### src/rtl/regfile_pkg.sv
// Shared types and constants for the register-file write-port arbiter.
package regfile_pkg;
    localparam int DATA_W_DEF   = 32;
    localparam int ADDR_W_DEF   = 5;
    localparam int STARVE_CNT_W = 4;
    localparam int REG_ZERO     = 0;

    typedef enum logic [1:0] {
        GNT_NONE = 2'd0,
        GNT_A    = 2'd1,
        GNT_B    = 2'd2
    } grant_t;
endpackage

### src/rtl/wb_slot.sv
// One-entry writeback holding slot; a new request arriving on the clearing edge wins.
module wb_slot
    import regfile_pkg::*;
#(
    parameter int DATA_W = DATA_W_DEF,
    parameter int ADDR_W = ADDR_W_DEF
) (
    input  logic              clock,
    input  logic              reset_n,
    input  logic              in_valid,
    output logic              in_ready,
    input  logic [ADDR_W-1:0] in_addr,
    input  logic [DATA_W-1:0] in_data,
    input  logic              clear,
    output logic              slot_valid,
    output logic [ADDR_W-1:0] slot_addr,
    output logic [DATA_W-1:0] slot_data
);
    logic              valid_reg;
    logic [ADDR_W-1:0] addr_reg;
    logic [DATA_W-1:0] data_reg;
    logic              load;

    // Ready depends only on slot state so requesters never see a combinational loop.
    assign in_ready = !valid_reg || clear;
    assign load     = in_valid && in_ready;

    always_ff @(posedge clock or negedge reset_n) begin
        if (!reset_n) begin
            valid_reg <= 1'b0;
            addr_reg  <= '0;
            data_reg  <= '0;
        end else if (load) begin
            valid_reg <= 1'b1;
            addr_reg  <= in_addr;
            data_reg  <= in_data;
        end else if (clear) begin
            valid_reg <= 1'b0;
        end
    end

    assign slot_valid = valid_reg;
    assign slot_addr  = addr_reg;
    assign slot_data  = data_reg;
endmodule

### src/rtl/regfile_write_arbiter.sv
// Arbitrates the register file write port between pipeline writeback (A) and mul/div (B),
// fixed priority to A with a starvation counter forcing B through.
module regfile_write_arbiter
    import regfile_pkg::*;
#(
    parameter int DATA_W     = DATA_W_DEF,
    parameter int ADDR_W     = ADDR_W_DEF,
    parameter int STARVE_MAX = 4
) (
    input  logic              clock,
    input  logic              reset_n,
    input  logic              req_a_valid,
    output logic              req_a_ready,
    input  logic [ADDR_W-1:0] req_a_addr,
    input  logic [DATA_W-1:0] req_a_data,
    input  logic              req_b_valid,
    output logic              req_b_ready,
    input  logic [ADDR_W-1:0] req_b_addr,
    input  logic [DATA_W-1:0] req_b_data,
    output logic              ctrl_writeEnable,
    output logic [ADDR_W-1:0] ctrl_writeReg,
    output logic [DATA_W-1:0] data_writeReg,
    output logic              wr_data_is_zero,
    output logic              zero_drop,
    output logic              busy
);
    localparam logic [STARVE_CNT_W-1:0] STARVE_LIMIT = STARVE_CNT_W'(STARVE_MAX);

    logic [1:0]              in_valid;
    logic [1:0]              in_ready;
    logic [1:0]              clear;
    logic [1:0]              s_valid;
    logic [ADDR_W-1:0]       in_addr [2];
    logic [DATA_W-1:0]       in_data [2];
    logic [ADDR_W-1:0]       s_addr  [2];
    logic [DATA_W-1:0]       s_data  [2];

    grant_t                  grant;
    logic [STARVE_CNT_W-1:0] starve_cnt_reg;
    logic [ADDR_W-1:0]       sel_addr;
    logic [DATA_W-1:0]       sel_data;

    assign in_valid = {req_b_valid, req_a_valid};
    assign in_addr[0] = req_a_addr;
    assign in_addr[1] = req_b_addr;
    assign in_data[0] = req_a_data;
    assign in_data[1] = req_b_data;
    assign req_a_ready = in_ready[0];
    assign req_b_ready = in_ready[1];
    assign clear = {grant == GNT_B, grant == GNT_A};

    generate
        for (genvar gi = 0; gi < 2; gi++) begin : g_slot
            wb_slot #(.DATA_W(DATA_W), .ADDR_W(ADDR_W)) u_slot (
                .clock      (clock),
                .reset_n    (reset_n),
                .in_valid   (in_valid[gi]),
                .in_ready   (in_ready[gi]),
                .in_addr    (in_addr[gi]),
                .in_data    (in_data[gi]),
                .clear      (clear[gi]),
                .slot_valid (s_valid[gi]),
                .slot_addr  (s_addr[gi]),
                .slot_data  (s_data[gi])
            );
        end
    endgenerate

    always_comb begin
        grant = GNT_NONE;
        if (s_valid[0] && s_valid[1]) begin
            grant = (starve_cnt_reg == STARVE_LIMIT) ? GNT_B : GNT_A;
        end else if (s_valid[0]) begin
            grant = GNT_A;
        end else if (s_valid[1]) begin
            grant = GNT_B;
        end
    end

    always_comb begin
        sel_addr = s_addr[0];
        sel_data = s_data[0];
        if (grant == GNT_B) begin
            sel_addr = s_addr[1];
            sel_data = s_data[1];
        end
    end

    // Counts cycles B sits valid behind A; saturates at the force-grant threshold.
    always_ff @(posedge clock or negedge reset_n) begin
        if (!reset_n) begin
            starve_cnt_reg <= '0;
        end else if (!s_valid[1] || grant == GNT_B) begin
            starve_cnt_reg <= '0;
        end else if (starve_cnt_reg != STARVE_LIMIT) begin
            starve_cnt_reg <= starve_cnt_reg + 1'b1;
        end
    end

    always_ff @(posedge clock or negedge reset_n) begin
        if (!reset_n) begin
            ctrl_writeEnable <= 1'b0;
            ctrl_writeReg    <= '0;
            data_writeReg    <= '0;
            wr_data_is_zero  <= 1'b0;
            zero_drop        <= 1'b0;
        end else if (grant != GNT_NONE) begin
            ctrl_writeEnable <= (sel_addr != ADDR_W'(REG_ZERO));
            zero_drop        <= (sel_addr == ADDR_W'(REG_ZERO));
            ctrl_writeReg    <= sel_addr;
            data_writeReg    <= sel_data;
            wr_data_is_zero  <= ~|sel_data;
        end else begin
            ctrl_writeEnable <= 1'b0;
            zero_drop        <= 1'b0;
        end
    end

    assign busy = |s_valid;
endmodule
### config.mk
export PLATFORM = sky130hd
export DESIGN_NAME = regfile_write_arbiter
export DESIGN_NICKNAME = d
export VERILOG_FILES = /design/src/rtl/regfile_pkg.sv /design/src/rtl/wb_slot.sv /design/src/rtl/regfile_write_arbiter.sv
export SDC_FILE = /design/constraint.sdc
export NUM_CORES = 1
export LEC_CHECK = 0
export CORE_MARGIN = 2
export CORE_UTILIZATION = 46
export DETAILED_ROUTE_END_ITERATION = 10
export PLACE_DENSITY_LB_ADDON = 0.1
export SLEW_MARGIN = 25
export SYNTH_ARGS = -nofsm -noshare
export SYNTH_HDL_FRONTEND = slang
export SYNTH_HIERARCHICAL = 1
export SYNTH_SLANG_ARGS = --single-unit
### constraint.sdc
create_clock -name clock -period 2 [get_ports clock]
set_input_delay 0.6 -clock clock [delete_from_list [all_inputs] [get_ports clock]]
set_output_delay 0.6 -clock clock [all_outputs]
set_load 0.005 [all_outputs]
; After elaboration in Yosys (flattened, before gate mapping)
; Index checks and enable logic that the tools add are counted.
[op_classes]
n_reduce_logical = 16
addsub = 1
n_eq_ne = 4
mux = 14
[op_table]
columns = op, count
row1 = $mux W32, 1
row2 = $reduce_or A32 Y1, 1
row3 = $mux W2, 4
row4 = $mux W4, 2
row5 = $reduce_bool A2 Y1, 4
row6 = $mux W1, 6
row7 = $logic_not A5 Y1, 1
row8 = $mux W5, 1
row9 = $reduce_bool A5 Y1, 1
row10 = $add A4 B1 Y4 const B, 1
row11 = $eq A4 B3 Y1 const B, 1
row12 = $ne A4 B3 Y1 const B, 1
row13 = $logic_and A1 B1 Y1, 3
row14 = $logic_not A1 Y1, 3
row15 = $eq A2 B1 Y1 const B, 1
row16 = $eq A2 B2 Y1 const B, 1
row17 = $logic_or A1 B1 Y1, 2
row18 = $reduce_or A2 Y1, 1
[totals]
input_bits = 78
out_inout_bits = 43
reg_bits = 120
elab_cells = 47

; Depth between registers and ports, before layout
[logic_depth]
ltp_word = 7
mapped_depth = 9
depth_no_buf = 7

; Cells and area by module
; Netlist, hierarchy kept.
[by_module_without_submodules]
columns = mod, seq_area_each_um2, area_per_inst_um2, cells_each, instances
row1 = wb_slot, 950.9, 1572.8, 81, 2
row2 = regfile_write_arbiter, 1101.1, 2224.6, 220, 1

; Least setup slack after synthesis
; OpenSTA, ideal clock, no wires.
[synth_path]
path_type = reg2reg
start = reg starve_cnt_reg[0]
end = reg g_slot[1].u_slot.data_reg[10]
synth_period_minus_slack_ps = 2067
setup_ps = 125
path_slack_ps = -67
arrival_ps = 1942
stages_incl_launch_ff = 10
required_time_ps = 1875
path_buffers = 2
cell_sequence = dfrtp_1 inv_1 ha_1 nand3b_4 a21oi_4 buf_8 nand2b_4 nand2_4 buf_12 mux2_4
[synth_between]
elab_chain_cells = 6
[synth_lines]
columns = element, line
row1 = "start, declared", regfile_write_arbiter.sv:39  ; logic [STARVE_CNT_W-1:0] starve_cnt_reg;
row2 = "start signal, assigned", regfile_write_arbiter.sv:96  ; starve_cnt_reg <= starve_cnt_reg + 1'b1;
row3 = $eq A4 B3 Y1, regfile_write_arbiter.sv:72  ; grant = (starve_cnt_reg == STARVE_LIMIT) ? GNT_B : GNT_A;
row4 = $mux W2, regfile_write_arbiter.sv:72
row5 = $mux W2, regfile_write_arbiter.sv:71  ; if (s_valid[0] && s_valid[1]) begin
row6 = $eq A2 B2 Y1, regfile_write_arbiter.sv:50  ; assign clear = {grant == GNT_B, grant == GNT_A};
row7 = net clear[1], regfile_write_arbiter.sv:31  ; logic [1:0] clear;
row8 = $logic_or A1 B1 Y1, wb_slot.sv:25  ; assign in_ready = !valid_reg || clear;
row9 = net req_b_ready, regfile_write_arbiter.sv:17  ; output logic req_b_ready,
row10 = $logic_and A1 B1 Y1, wb_slot.sv:26  ; assign load = in_valid && in_ready;
row11 = "end signal, assigned", wb_slot.sv:36  ; data_reg <= in_data;
row12 = "end, declared", wb_slot.sv:21  ; logic [DATA_W-1:0] data_reg;
; The timed path passes the listed nets, and every way through them passes these cells.
; A chain may end at the register's enable or synchronous reset.

; Worst setup path after layout
[layout_path]
start = reg starve_cnt_reg[1]
end = out req_a_ready
[layout_between]
elab_chain_cells = 5
[layout_lines]
columns = element, line
row1 = $eq A4 B3 Y1, regfile_write_arbiter.sv:72
row2 = $mux W2, regfile_write_arbiter.sv:72
row3 = $mux W2, regfile_write_arbiter.sv:71
row4 = $eq A2 B1 Y1, regfile_write_arbiter.sv:50
row5 = net clear[0], regfile_write_arbiter.sv:31
row6 = $logic_or A1 B1 Y1, wb_slot.sv:25
row7 = "end, declared", regfile_write_arbiter.sv:13  ; output logic req_a_ready,
; The timed path passes the listed nets, and every way through them passes these cells.

==> impl.org <==
** Floorplanning
- Cell Rows :: 39
- The floorplan step set the die width to 112 um.
- The floorplan step defined a die boundary enclosing 12,600 um^2.
- The initial utilization of the core area, before any placement, comes to 47.0%.
- The total area inside the core boundary comes to 11,400 um^2.
- Height of the die :: 112 um
- I/O pin cnt :: 121

** Cells and area
- Compared with the post-synthesis result, the final layout area differs by 37.7%.
- Final instance area :: 7390 um^2
- Flip-flop count of the largest register, all copies and words added :: 64
- 0 antenna diodes ended up in the layout.
- After the last flow step, the layout net total stands at 610.
- In the final layout, the share of cells above drive strength 1 is 25.7%.
- Counting the fill cells in the layout gives 902.

** Timing
- Count of pins over their slew limit :: 0
- Derived from the worst setup path, the maximum achievable clock frequency is 468 MHz.
- Fin crit share :: 107%
- Measured slew at the worst slew-check pin :: 708 ps
- RSZ-0062 raised after global routing :: true
- Worst slew margin relative to its limit :: 52.8%
- Setup violators final :: 2
- The hold violation total from the final report was 0.
- Post-route worst setup slack :: -139 ps
- Worst hold slack :: 76.7 ps
- Clock skew on the completed layout was measured at 6.61 ps.
- Subtracting the final worst setup slack from the clock period gives 2140 ps.

** Global route
- Number of antenna violations at the first check in global routing :: 0
- Pin count of the biggest net entering global routing :: 75
- First-pass GRT wire length :: 19,900 um
- Aggregate global-route resource usage :: 20.7%
- Vias in the first global route :: 3,765
- Total global routing overflow :: 0

** Setup path
- Slowest library cell on the worst path :: dfrtp_1
- Maximum cell stage delay along the critical path :: 390 ps
- Biggest fanout along the worst timing path :: 3
- Required time worst endpoint :: 1400 ps
- By startpoint and endpoint, the worst setup path is classified as register to primary output.
- Type of origin of the critical path :: register
- Category of the worst setup path capture point :: primary output
- Cells along the critical path :: inv_2 -> ha_4 -> nand3b_4 -> o21a_1 -> nand2b_4 -> buf_6
- At the worst endpoint, the arrival time is 1540 ps.

** Clock tree
- CTS placed an instance of clkbuf_16 at the clock tree root.
- The clock drives 120 sinks.
- H-Tree Level Count :: 4
- CTS Hold Buffers Added :: 0
- CTS clk-pin slew, worst paths :: 50 ps
- The clock passes through at most 2 buffers.
- Buffers inserted during clock tree synthesis total 17.
- The later pin in the worst-skew pair is clocked with a latency of 410 ps.
- TritonCTS built the clock tree.

** Power and ir drop
- The analysis attributes to cell leakage a power of 3.27 nW.
- VDD sags by at most 0.769 mV.
- Power spread over the standard cell area amounts to 1240 nW/um^2.
- Power, Total :: 9.19 mW

** Placed design
- Placed instance area :: 6800 um^2
- Port buffering added 120 buffers.
- The congestion estimate from routability-driven global placement came to 0.796.
- Detailed placer's ending HPWL :: 8560 um

** Outcome
- The run finished, with violations left.
- The checks that failed: negative setup slack.

** Logic synthesis
- Synth unique cells :: 34
- In the synthesized netlist, the number of instances is 382.
- Synthesized netlist net count :: 462
- Number of warnings issued by yosys :: 6
- A synthesized cell averages 14.1 um^2.
- Summing every instance area after synthesis gives 5370 um^2.
- Sequential area share after synthesis :: 55.9%
- Flip-flop and latch count after synthesis :: 120

** Route
- Pre-Repair DR Iteration Count :: 4
- Per-cell via count in the routed design :: 5.07
- The routed layout has 3,465 vias.
- In the final routed layout, each cell accounts on average for 18.0 um.
- Remaining antenna violation count :: 0
- The first routing iteration left 181 violations.
- Post-Route WL :: 12,300 um
- # DRC :: 0

** Min path
- The path class of the tightest hold or removal check is primary input to async pin.

** Run
- Max-cap violations in this run came to 0.
-- cell type report --
| type | instances | area, um^2 | share of cell area (%) |
|---|---|---|---|
| multi-input combinational | 239 | 2170 | 29.4 |
| clock inverter | 3 | 15.0 | 0.203 |
| tap | 143 | 179 | 2.42 |
| sequential | 120 | 3000 | 40.6 |
| clock buffer | 27 | 513 | 6.94 |
| inverter | 5 | 18.8 | 0.254 |
| timing repair buffer | 147 | 1490 | 20.2 |
-- kinds of logic after synthesis --
family | after synthesis | synth area share, %
AO/OA/AOI/OAI | 44 | 4.59
XOR/XNOR | 2 | 0.326
adder cells (fa/ha/maj) | 2 | 0.466
buffers and inverters | 23 | 4.36
flip-flops | 120 | 55.9
multiplexers | 110 | 26.4
AND/OR/NAND/NOR | 81 | 7.92
-- routing by layer --
metal	up-vias	part of all wire (%)	track usage, %
li1	1649	-	-
met2	92	49	33.1
met5	-	0	0
met4	0	0.63	5.45
met1	1718	44	27.0
met3	6	6.2	7.61
-- per-stage QoR --
stage,setup TNS (ps),std cells,utilization [%],setup WS (ps)
3_5_place_dp,-142,652,59.6,-71.5
3_3_place_gp,-111,652,59.6,-57.5
4_1_cts,-355,684,64.5,-214
6_report,-207,684,64.7,-139
2_1_floorplan,-637,382,-,-21.2
5_1_grt,-337,684,64.7,-198
-- path summary, 6_finish.rpt --
kind,cells after the start,end,from,slack (ps)
worst max register to register,9,g_slot[0].u_slot/slot_data[16],starve_cnt_reg[1],90
max in group asynchronous,2,g_slot[1].u_slot/slot_data[7],reset_n,1360
min in group clock,2,data_writeReg[11],data_writeReg[11],480
worst min-delay path,1,g_slot[0].u_slot/slot_data[17],reset_n,80
worst min register to register,2,data_writeReg[11],data_writeReg[11],480
worst max-delay path,6,req_a_ready,starve_cnt_reg[1],-140
-- synthesized netlist by cell type --
cell      number  area [um^2]
a21oi_4        1         16.3
a21oi_1        1         5.00
or2b_1         2         15.0
clkbuf_1       8         30.0
xnor2_1        1         8.76
o21ai_1        1         5.00
o21bai_1       1         7.51
nand2b_1       1         6.26
xor2_1         1         8.76
and4_1         1         8.76
nand4_1        1         6.26
nand3b_4       1         20.0
a32o_1         1         10.0
dfrtp_1      120         3000
o21ai_0       36          180
nor4_1        13         81.3
o22ai_1        1         6.26
or4_1          1         7.51
mux2_4        60          901
mux2_2        14          158
nor2_1         9         33.8
nand3_1        7         35.0
o21a_1         1         7.51
buf_12         7          140
nand2_1       36          135
buf_8          3         45.0
mux2i_1       36          360
nand2b_4       2         27.5
inv_1          5         18.8
nand2_4        2         22.5
ha_1           2         25.0
nor3_1         4         20.0
and2_1         1         6.26
o31a_1         1         8.76
-- worst max-delay path, delay by kind of cell, from the launching register on --
kind / cells / cell delay, ps
compound gates: 1 / 190
fa+ha+maj: 1 / 140
buf+inv: 2 / 190
flops: 1 / 390
simple gates: 2 / 230
-- timing repair --
action                     CTS  global route
setup endpoints to repair    5            69
pin swaps                    3             3
buffers inserted             2             1
resized for setup           14             9
-- power breakdown --
part	leakage, nW	total (mW)	switching, mW	internal (mW)
combinational	1.59	2.66	0.920	1.74
sequential	1.41	3.82	0.601	3.22
clock	0.263	2.71	0.988	1.73
total	3.27	9.19	2.51	6.68
-- placed cells by master (no fill, tap or decap), drive strengths merged --
cell type | netlist | layout
nand2 | 38 | 38
inv | 5 | 5
clkbuf | 8 | 27
a32o | 1 | 1
or4 | 1 | 1
clkdlybuf4s50 | 0 | 116
buf | 10 | 30
nor3 | 4 | 4
nand4 | 1 | 1
o21ai | 37 | 37
or2b | 2 | 2
nor2 | 9 | 9
mux2i | 36 | 36
and2 | 1 | 1
nand3 | 7 | 7
nand2b | 3 | 3
clkinv | 0 | 3
xor2 | 1 | 1
and4 | 1 | 1
nor4 | 13 | 13
o31a | 1 | 1
mux2 | 74 | 74
clkdlybuf4s15 | 0 | 1
o21bai | 1 | 1
o21a | 1 | 1
a21oi | 2 | 2
xnor2 | 1 | 1
dfrtp | 120 | 120
nand3b | 1 | 1
ha | 2 | 2
o22ai | 1 | 1
No activity file was read; power rests on OpenSTA's default activity.
==> edit 1 (same flow settings) <==
`ADDR_W_DEF`: 5 -> 6.
--- a/src/rtl/regfile_pkg.sv
+++ b/src/rtl/regfile_pkg.sv
@@ -2,5 +2,5 @@
 package regfile_pkg;
     localparam int DATA_W_DEF   = 32;
-    localparam int ADDR_W_DEF   = 5;
+    localparam int ADDR_W_DEF   = 6;
     localparam int STARVE_CNT_W = 4;
     localparam int REG_ZERO     = 0;
Interface: changed (resized ctrl_writeReg, req_a_addr and req_b_addr); port bits go from 121 to 124. The function was not compared with the original's and may differ.
==> edit 1 against the unedited design <==
Sequential cell count is 3 higher; critical path depth stayed put; the flow still finishes with violations (negative setup slack); worst hold slack better by 400 ps; synthesized area is 0.30% lower; total power is 4.6% higher; count of clock-buffer cells in the layout is 7 lower; non-clock buffer count is 3 higher; sequential power is 2% higher; via count is 4.3% higher; final area is 2.2% higher; register-to-register slack worse by 90 ps; worst setup slack worse by 43 ps; routed wire length is 4.5% higher; largest power group unchanged.
==> edit 1: results (changes against the unedited design) <==
pin count of the biggest net entering global routing 77 (+2.7%); port buffer count 123 (+2.5%); FILL cells 899 (-0.33%); Static Leakage 3.295 nW (+0.83%); Int Pwr 0.007000 W (+4.7%); slew at the pin closest to its max-slew limit 769.5 ps (+61.55 ps); setup violators final 3 (+1); failing checks negative setup slack; H-Tree Depth 4 (unchanged); mux cell area share after synthesis 25.71% (-0.71 points); final net count 623 (+2.1%); Post-Synth XOR/XNOR Area 0.3272% (+0.00099 points); global-route wire length before repair 20700 um (+4.0%); post-synthesis compound-gate area fraction 4.697% (+0.11 points); placer congestion estimate 0.7573 (-4.9%); Peak supply drop 0.8406 mV (+9.4%); Worst Skew 6.120 ps (-0.4915 ps); drt initial violations 145 (-20%); adder-cell share of the synthesized area 0.4674% (+0.0014 points); ranking of synthesized cells by area dfrtp_1 (57%), mux2_4 (11%), mux2_2 (7.6%); r2r setup slk 0 ps (-90 ps); outcome complete, but fails checks; clk_lat worst skew around 400 ps; Post-synth ARST share 100.0% (unchanged); antenna violations before repair 0 (unchanged); Final Core Density 66.46% (+1.7 points); Critical Path AT 1580 ps (+40 ps); Hold Crit Class reg2reg; CP Max Fanout 3 (unchanged); root buffer cell clkbuf_16; Area after DPL 0.006785 mm2 (-0.24%); Critical path origin starve_cnt_reg[1]$_DFFE_PN0P_; vias per inst 5.200 (+2.6%); pre-CTS setup slack -111.5 ps (-40.08 ps); layout cells sized above 1 25.72% (+0.031 points); final setup margin -181.7 ps (-42.96 ps); most frequent cells after synthesis dfrtp_1 (123), mux2_4 (40), mux2i_1 (37), nand2_1 (37), o21ai_1 (37); DR WL/cell 18.52 um (+2.9%); DP HPWL 8469 um (-1.1%); most common cell in the netlist dfrtp_1; clk slew on worst S/H paths 50 ps (about the same); vias in the first global route 3907 (+3.8%); setup TNS -293.7 ps (-86.43 ps); GRT Util Overall 21.31% (+0.61 points); Syn Nets 474 (+2.6%); sequential share of the synthesized area 57.49% (+1.6 points); r2r endpoint g_slot[0].u_slot/slot_data[7]$_DFFE_PN0P_
-- edit 1: cell types whose count changed in the layout (fill, tap and decap cells not counted), moves of 3 or more --
| cell | change |
|---|---|
| clkbuf_8 | -4 |
| buf_4 | -3 |
| clkbuf_16 | +3 |
| clkbuf_1 | -3 |
| mux2_4 | -18 |
| o21ai_1 | +36 |
| clkinv_2 | +4 |
| mux2_2 | +20 |
| bufinv_16 | +3 |
| o21ai_0 | -35 |
| clkdlybuf4s50_1 | +3 |
-- edit 1: metrics by stage --
step                      std cells  hold slack [ps]
after floorplan                 392            304.4
after global placement          654            422.5
after detailed placement        654            420.8
after CTS                       689            486.1
after global routing            695            515.6
final                           695            479.5
-- edit 1: routing by layer --
metal  up-vias  share of wire (%)  track usage [%]
met3         7                4.1            4.954
met5         -                  0                0
li1       1684                  -                -
met4         0               0.86            7.407
met2        88                 50            34.22
met1      1835                 45            28.65
-- edit 1: power groups by stage --
stage               Combinational (W)  Sequential (W)  Clock (W)
floorplan                     0.00141         0.00379          0
global placement              0.00252         0.00390          0
detailed placement            0.00257         0.00392          0
CTS                           0.00265         0.00389    0.00307
global route                  0.00293         0.00401    0.00318
finish                        0.00270         0.00389    0.00302
-- edit 1: what timing repair did --
action	4_1_cts	5_1_grt
gates cloned	1	3
setup buffers	3	3
endpoints found under the hold margin	4	0
setup endpoints to repair	50	53
pin swaps	3	3
gates resized for setup	16	7
hold buffers	1	0
-- edit 1: logic make-up after synthesis --
family          after synthesis
xor+xnor                      2
mux                         113
fa+ha+maj                     2
buf+inv                      25
flops                       123
simple gates                 82
compound gates               45
-- edit 1: worst min-delay path, cell delays in order (launching register included) --
cell and delay [ps]:
dfrtp_1 340, nand2_1 50, o21ai_1 60
-- edit 1: layout make-up --
| class | instances | area share, % |
|---|---|---|
| tap | 143 | 2.368 |
| clock inverter | 10 | 1.656 |
| multi-input combinational | 244 | 28.05 |
| sequential | 123 | 40.75 |
| timing repair buffer | 150 | 21.01 |
| clock buffer | 20 | 5.912 |
| inverter | 5 | 0.2484 |
-- edit 1: worst max-delay path by stage --
| stage | end | slack (ps) | depth (start not counted) |
|---|---|---|---|
| after floorplan | g_slot[1].u_slot/slot_addr[0]$_DFFE_PN0P_ | -50 | 10 |
| after global placement | req_a_ready | -80 | 6 |
| after detailed placement | wr_data_is_zero$_DFFE_PN0P_ | -110 | 8 |
| after CTS | req_a_ready | -200 | 6 |
| after global routing | req_a_ready | -260 | 6 |
| final | req_a_ready | -180 | 6 |
==> edit 2 (config.mk and constraints unchanged) <==
Without the edit above. Reset style: synchronous (`reset_n`), changed in 3 clocked blocks.
--- a/src/rtl/wb_slot.sv
+++ b/src/rtl/wb_slot.sv
@@ -26,5 +26,5 @@
     assign load     = in_valid && in_ready;
 
-    always_ff @(posedge clock or negedge reset_n) begin
+    always_ff @(posedge clock) begin
         if (!reset_n) begin
             valid_reg <= 1'b0;
--- a/src/rtl/regfile_write_arbiter.sv
+++ b/src/rtl/regfile_write_arbiter.sv
@@ -88,5 +88,5 @@
 
     // Counts cycles B sits valid behind A; saturates at the force-grant threshold.
-    always_ff @(posedge clock or negedge reset_n) begin
+    always_ff @(posedge clock) begin
         if (!reset_n) begin
             starve_cnt_reg <= '0;
@@ -98,5 +98,5 @@
     end
 
-    always_ff @(posedge clock or negedge reset_n) begin
+    always_ff @(posedge clock) begin
         if (!reset_n) begin
             ctrl_writeEnable <= 1'b0;
Behaviour: differs if reset_n is asserted again (counterexample within 4 cycles, from zero or initial values and one cycle with reset_n low); with reset_n held inactive, the same outputs for 10 cycles.
==> edit 2 against the unedited design <==
The flow still finishes with violations (negative setup slack); clock skew is 1.0 ps higher; sequential cell count unchanged; synthesized area shrank 3.1%; die area decreased by 2.9%; worst setup slack worse by 10 ps; critical path depth increased by 1; routed wire length rose by 6.1%; worst hold slack gained 400 ps; final area down 2.6%; first-iteration DRC count fell by 17%; fmax fell by 0.47%; critical path type unchanged.
Power is not compared: it rests on default switching activity, and its combinational part moved more than twofold at a synthesized area within 25%.
==> edit 2: results (changes against the unedited design) <==
Post-synth ARST share 0% (-100 points); Worst Skew 7.650 ps (+1.038 ps); outcome complete, but fails checks; pre-CTS setup slack -101.6 ps (-30.11 ps); layout cells sized above 1 11.62% (-14 points); placer congestion estimate 0.7952 (-0.15%); final net count 764 (+25%); Primary FF master, synth dfxtp_1; Syn Nets 635 (+37%); DP HPWL 8561 um (about the same); slowest CP cell dfxtp_2; most frequent cells after synthesis nand2_1 (149), dfxtp_1 (120), mux2i_1 (111); dpl cells 792 (+21%); Worst Setup EP req_b_ready; GRT Util Overall 22.15% (+1.4 points); Critical path origin starve_cnt_reg[1]$_SDFFE_PP0P_; ranking of synthesized cells by area dfxtp_1 (46%), mux2i_1 (21%), nand2_1 (11%); Synth cell types 35 (+2.9%); final setup margin -148.7 ps (-9.996 ps); setup TNS -335.6 ps (-128.4 ps); Area after DPL 0.006447 mm2 (-5.2%); setup violators final 3 (+1); failing checks negative setup slack; r2r endpoint wr_data_is_zero$_SDFFE_PN0N_; DRT Pass-1 Iters 8 (+4); via count 4290 (+24%); syn avg cell area 9.381 um2 (-33%); slew at the pin closest to its max-slew limit 753.1 ps (+45.10 ps); drt total wl 13060 um (+6.1%); Design Power 0.006509 W; max incr delay on CP 330 ps (-60 ps); DR WL/cell 15.61 um (-13%)
edit 2: cells by family (layout without fill, tap and decap cells):
kind of cell               count (synthesis)  count (layout)  share of synthesized area (%)
and+or+nand+nor                          229             229                          18.70
DFF                                      120             120                          46.14
muxes                                    111             111                          21.34
buffers and inverters                     47             189                          6.609
AOI/OAI and AO/OA                         44              44                          6.393
adders and majority gates                  2               2                         0.4806
xor gates and xnor gates                   2               2                         0.3365
edit 2: final cells by class:
cell class,instances,area (um2)
fillers,923,3734
multi-input cells,388,2507
flip-flops and latches,120,2407
repair buffers,150,1526
clock buffers,20,456.7
well taps,140,175.2
clock inverters,12,102.6
inverters,7,26.28
edit 2: metal layers:
metal	up-vias	GRT usage [%]	routed length [um]
met5	-	0	0
met4	0	6.607	48
met3	6	5.938	623
met2	94	37.69	6325
met1	2014	27.47	6066
li1	2176	-	-
edit 2: timing repair:
item                       4_1_cts  5_1_grt
pin swaps                        7        4
setup endpoints to repair        8       33
buffers inserted                18        1
resized for setup               33        5
